### config.mk
export PLATFORM = sky130hd
export DESIGN_NAME = mem_port_arbiter
export DESIGN_NICKNAME = d
export VERILOG_FILES = /design/src/rtl/mem_arb_pkg.sv /design/src/rtl/mem_port_arbiter.sv
export SDC_FILE = /design/constraint.sdc
export NUM_CORES = 1
export LEC_CHECK = 0
export ABC_CLOCK_PERIOD_IN_PS = 4900
export CAP_MARGIN = 20
export CORE_AREA = 2 2 128 130
export DETAILED_ROUTE_END_ITERATION = 7
export DIE_AREA = 0 0 130 132
export GPL_TIMING_DRIVEN = 0
export PLACE_DENSITY = 0.77
export SLEW_MARGIN = 10
export SYNTH_ARGS = -nofsm -noshare
export SYNTH_HDL_FRONTEND = slang
export SYNTH_SLANG_ARGS = --single-unit
export TNS_END_PERCENT = 1
### constraint.sdc
create_clock -name clk_i -period 4.9 [get_ports clk_i]
set_input_delay 0.98 -clock clk_i [delete_from_list [all_inputs] [get_ports clk_i]]
set_output_delay 0.98 -clock clk_i [all_outputs]
set_load 0.005 [all_outputs]
### src/rtl/mem_arb_pkg.sv
// Shared types and default parameters for the unified memory port arbiter.
package mem_arb_pkg;

  typedef enum logic [1:0] {
    ST_IDLE  = 2'd0,
    ST_IBUSY = 2'd1,
    ST_DBUSY = 2'd2
  } arb_state_e;

  localparam int STARVE_MAX_DEFAULT = 2;
  localparam int TIMEOUT_DEFAULT    = 255;

endpackage

### src/rtl/mem_port_arbiter.sv
// Arbitrates one memory port between instruction fetch and data access,
// with bounded data-over-fetch starvation and a busy timeout abort.
module mem_port_arbiter
  import mem_arb_pkg::*;
#(
  parameter int STARVE_MAX = STARVE_MAX_DEFAULT,
  parameter int TIMEOUT    = TIMEOUT_DEFAULT
) (
  input  logic        clk_i,
  input  logic        reset_i,
  input  logic        ird_i,
  input  logic [31:0] iaddr_i,
  output logic [31:0] irdata_o,
  output logic        ivalid_o,
  input  logic        drd_i,
  input  logic        dwr_i,
  input  logic [31:0] daddr_i,
  input  logic [31:0] dwdata_i,
  input  logic [3:0]  dbe_i,
  output logic [31:0] drdata_o,
  output logic        dvalid_o,
  output logic        mem_req_o,
  output logic        mem_we_o,
  output logic [31:0] mem_addr_o,
  output logic [31:0] mem_wdata_o,
  output logic [3:0]  mem_be_o,
  input  logic [31:0] mem_rdata_i,
  input  logic        mem_ack_i,
  output logic        err_o
);

  localparam int SW = $clog2(STARVE_MAX + 1);
  localparam int TW = $clog2(TIMEOUT + 1);
  localparam logic [SW-1:0] STARVE_LIM = SW'(STARVE_MAX);
  localparam logic [TW-1:0] BUSY_LAST  = TW'(TIMEOUT - 1);

  arb_state_e    state_q, state_d;
  logic [SW-1:0] starve_cnt_q, starve_cnt_d;
  logic [TW-1:0] busy_cnt_q, busy_cnt_d;
  logic [31:0]   addr_q, addr_d, wdata_q, wdata_d;
  logic [3:0]    be_q, be_d;
  logic          we_q, we_d;
  logic [31:0]   irdata_q, irdata_d, drdata_q, drdata_d;
  logic          ivalid_q, ivalid_d, dvalid_q, dvalid_d, err_q, err_d;

  logic grant_data, grant_fetch, busy, timeout_hit;

  assign grant_data  = (drd_i | dwr_i) && ((starve_cnt_q < STARVE_LIM) || !ird_i);
  assign grant_fetch = !grant_data && ird_i;
  assign busy        = (state_q != ST_IDLE);
  // An ack in the last allowed busy cycle completes normally instead of aborting.
  assign timeout_hit = busy && !mem_ack_i && (busy_cnt_q == BUSY_LAST);

  always_ff @(posedge clk_i or negedge reset_i) begin
    if (!reset_i) state_q <= ST_IDLE;
    else          state_q <= state_d;
  end

  always_comb begin
    state_d = state_q;
    unique case (state_q)
      ST_IDLE: begin
        if (grant_data)       state_d = ST_DBUSY;
        else if (grant_fetch) state_d = ST_IBUSY;
      end
      ST_IBUSY, ST_DBUSY: begin
        if (mem_ack_i || timeout_hit) state_d = ST_IDLE;
      end
      default: state_d = ST_IDLE;
    endcase
  end

  always_comb begin
    starve_cnt_d = starve_cnt_q;
    busy_cnt_d   = busy_cnt_q;
    addr_d       = addr_q;
    wdata_d      = wdata_q;
    be_d         = be_q;
    we_d         = we_q;
    irdata_d     = irdata_q;
    drdata_d     = drdata_q;
    ivalid_d     = 1'b0;
    dvalid_d     = 1'b0;
    err_d        = 1'b0;
    if (!busy) begin
      busy_cnt_d = '0;
      if (grant_data) begin
        addr_d  = daddr_i;
        wdata_d = dwdata_i;
        be_d    = dbe_i;
        we_d    = dwr_i;
        if (!ird_i)                         starve_cnt_d = '0;
        else if (starve_cnt_q < STARVE_LIM) starve_cnt_d = starve_cnt_q + 1'b1;
      end else if (grant_fetch) begin
        addr_d       = iaddr_i;
        wdata_d      = '0;
        be_d         = 4'hF;
        we_d         = 1'b0;
        starve_cnt_d = '0;
      end
    end else begin
      busy_cnt_d = busy_cnt_q + 1'b1;
      if (mem_ack_i) begin
        if (state_q == ST_IBUSY) begin
          ivalid_d = 1'b1;
          irdata_d = mem_rdata_i;
        end else begin
          dvalid_d = 1'b1;
          if (!we_q) drdata_d = mem_rdata_i;
        end
      end else if (timeout_hit) begin
        err_d = 1'b1;
        if (state_q == ST_IBUSY) begin
          ivalid_d = 1'b1;
          irdata_d = '0;
        end else begin
          dvalid_d = 1'b1;
          drdata_d = '0;
        end
      end
    end
  end

  always_ff @(posedge clk_i or negedge reset_i) begin
    if (!reset_i) begin
      starve_cnt_q <= '0;
      busy_cnt_q   <= '0;
      addr_q       <= '0;
      wdata_q      <= '0;
      be_q         <= '0;
      we_q         <= 1'b0;
      irdata_q     <= '0;
      drdata_q     <= '0;
      ivalid_q     <= 1'b0;
      dvalid_q     <= 1'b0;
      err_q        <= 1'b0;
    end else begin
      starve_cnt_q <= starve_cnt_d;
      busy_cnt_q   <= busy_cnt_d;
      addr_q       <= addr_d;
      wdata_q      <= wdata_d;
      be_q         <= be_d;
      we_q         <= we_d;
      irdata_q     <= irdata_d;
      drdata_q     <= drdata_d;
      ivalid_q     <= ivalid_d;
      dvalid_q     <= dvalid_d;
      err_q        <= err_d;
    end
  end

  always_comb begin
    mem_req_o   = busy;
    mem_we_o    = we_q;
    mem_addr_o  = addr_q;
    mem_wdata_o = wdata_q;
    mem_be_o    = be_q;
    irdata_o    = irdata_q;
    drdata_o    = drdata_q;
    ivalid_o    = ivalid_q;
    dvalid_o    = dvalid_q;
    err_o       = err_q;
  end

endmodule

==> results.toml <==
[clock_network]
hold_buffers = 0
cts_resized = 0
cts.sinks = 148
root_buffer = "clkbuf_16"
ctsLongestPathBuffers = 2
htreeDepth = 4
cts_setup_buffers = 0
cts_tree = "built"
cts_buffers = 17
path_clk_slew_ns = 0.06
clkLatencyLatePin_ns = 0.42

[floorplanning]
coreArea_mm2 = 0.0157
fp.dieW_um = 130
top_level_ports = 275
rows = 46
die_area_mm2 = 0.0172
die_h_um = 132
start_util_pct = 40.8

[synthesis]
synthArstFlopShare_pct = 100
synth-edff-count = 0
netlist_area_mm2 = 0.00640
synth_warnings = 0
synth_top_flop_cell = "dfrtp_1"
synth_fp_nets = 659
ys_seq_elements = 148
syn_inst = 517
syn_area_per_cell_um2 = 12.4
ys_seq_area_share_pct = 57.8
ys_types = 42

[power]
pwr-share-comb_pct = 43.7
leakagePower_nw = 4.22
seqPwrFrac_pct = 33.5
ir_drop_mv = 0.267
p_sw_share_pct = 31.9
p_switching_mw = 1.93
power_density_mw_per_mm2 = 600
cellInternalPower_mw = 4.12
pwr-share-clk_pct = 22.8

[critical_path]
r2r-start = "state_q[0]"
cp-start-kind = "register"
rrSetupSlack_ns = 2.82
rr_endpoint = "drdata_o[26]"
path_max_fanout = 10
cp.required_ns = 3.92
ff2ff_path_depth = 7
critPathKind = "reg2out"
worstSetupEndpointType = "output port"
cp.arrival_ns = 1.95

[routing]
dr.first_iter.drc_count = 266
wl_per_cell_um = 18.7
ant_nets = 0
routed_wl_um = 19400
dr.pass1.iters = 4
vias = 5455
post_drt_via_cell_ratio = 5.25
drc = 0

[placement]
placed_area_mm2 = 0.00945
gp_congestion = 0.901
io_buffers = 274
dpl.hpwl_um = 14800

[run_status]
status = "finished, final reports clean"

[job]
cap_violations = 0

[grt]
grt_pass1_vias = 5564
grt_pass1_wl_um = 30300
track_usage_pct = 22.9
antenna_found_initial = 0
grt_max_degree = 116
grt_overflow = 0

[layout]
nets = 953
drive_gt1_share_pct = 7.52
diodes = 0
layout_commonest_cell = "clkdlybuf4s50_1"
final_cell_mix = "273 x clkdlybuf4s50_1, 148 x dfrtp_1, 65 x a22o_1"
fillers = 1224
syn2layout_area_growth_pct = 57.3
fin_area_mm2 = 0.0101
final_util_pct = 64.1

[sta]
max_slew.worst_pin.slew_ns = 0.595
rsz0062_at_grt = "no"
period_needed_ns = 2.93
fin_skew_ns = 0.0161
setup_violations = 0
hold_viol_final = 0
slew_headroom_pct = 60.4
finalCritPeriodShare_pct = 59.8
slew_viol_final = 0
fmax_ghz = 0.341

[hold_path]
hold_path_class = "in2async"
## layer usage
layer	vias to the layer above	routed length (µm)	share of wire (%)	GRT usage, %
met5	-	0	0	0
met4	0	416	2.1	8.00
met3	25	1540	7.9	6.86
met2	239	9720	50	38.3
met1	2675	7760	40	28.1
li1	2516	-	-	-
## per-stage QoR
stage               setup slack, ns  power (mW)  hold WS (ns)  TNS, ns  cells
global placement              -2.93        4.61         0.463  -431.29   1007
floorplan                      2.89        3.23         0.455        0    517
global route                   1.87        6.40         0.424        0   1040
CTS                            1.94        6.10         0.420        0   1040
finish                         1.97        6.04         0.430        0   1040
detailed placement             1.99        4.70         0.473        0   1008
## power by group through the flow
stage / clock network [mW] / registers, mW / logic (mW)
final: 1.38 / 2.03 / 2.64
after floorplan: 0 / 2.02 / 1.20
after global routing: 1.45 / 2.08 / 2.87
after global placement: 0 / 2.01 / 2.60
after detailed placement: 0 / 2.04 / 2.67
after CTS: 1.40 / 2.02 / 2.68
## kinds of logic (layout without fill, tap and decap cells)
kind of cell / Yosys count / count (layout) / share of synthesized area [%]
buffers and inverters: 47 / 354 / 3.93
muxes: 32 / 32 / 5.00
DFF: 148 / 148 / 57.8
and+or+nand+nor: 98 / 98 / 8.34
xor gates and xnor gates: 3 / 3 / 0.410
adders and majority gates: 4 / 4 / 0.781
AOI/OAI and AO/OA: 185 / 185 / 23.7
## flip-flops by register name, indices dropped and copies added, names as in the netlist, 2 cells and up
register,cells
drdata_o,32
starve_cnt_q,2
mem_be_o,4
mem_wdata_o,32
busy_cnt_q,8
irdata_o,32
state_q,2
mem_addr_o,32
## synth_stat cells, types with 3 or more instances
cell        n  area share, %
mux2i_1    32            5.0
buf_6       4           0.70
a22o_1     65            8.9
and2b_1     9            1.1
a21o_1     32            3.8
inv_1       7           0.41
a21oi_1     5           0.39
o31ai_1     3           0.35
buf_4       9            1.1
dfrtp_1   148             58
buf_2       9           0.70
nand3_1     6           0.47
a221o_1    30            4.7
clkbuf_1   18            1.1
nor2b_1    24            2.3
o22a_1      4           0.55
nand2_1    36            2.1
ha_1        4           0.78
nor2_1      7           0.41
o21ai_0    33            2.6
o211ai_1    4           0.47
## how the worst max path moves through the flow
stage	slack, ns	from	endpoint	cells after the start
finish	1.97	state_q[0]	mem_req_o	5
floorplan	2.89	mem_ack_i	drdata_o[10]	5
global placement	-2.93	reset_i	mem_wdata_o[12]	1
detailed placement	1.99	dwr_i	mem_addr_o[27]	6
global route	1.87	state_q[0]	mem_req_o	5
CTS	1.94	state_q[0]	mem_req_o	5
## layout make-up
type                       count  area [µm²]  share of cell area [%]
timing repair buffer         275        2780                    27.5
buffer                        40         225                    2.23
clock inverter                11         176                    1.75
tap                          216         270                    2.68
sequential                   148        3700                    36.8
inverter                       7        26.3                   0.261
multi-input combinational    322        2450                    24.3
clock buffer                  21         450                    4.47
## critical path: stages, from the launching register on
cell,delay [ns]
dfrtp_1,0.39
inv_1,0.06
ha_1,0.28
buf_6,0.18
inv_1,0.09
clkdlybuf4s50_1,0.54
Power figures use the tool's default switching activity.
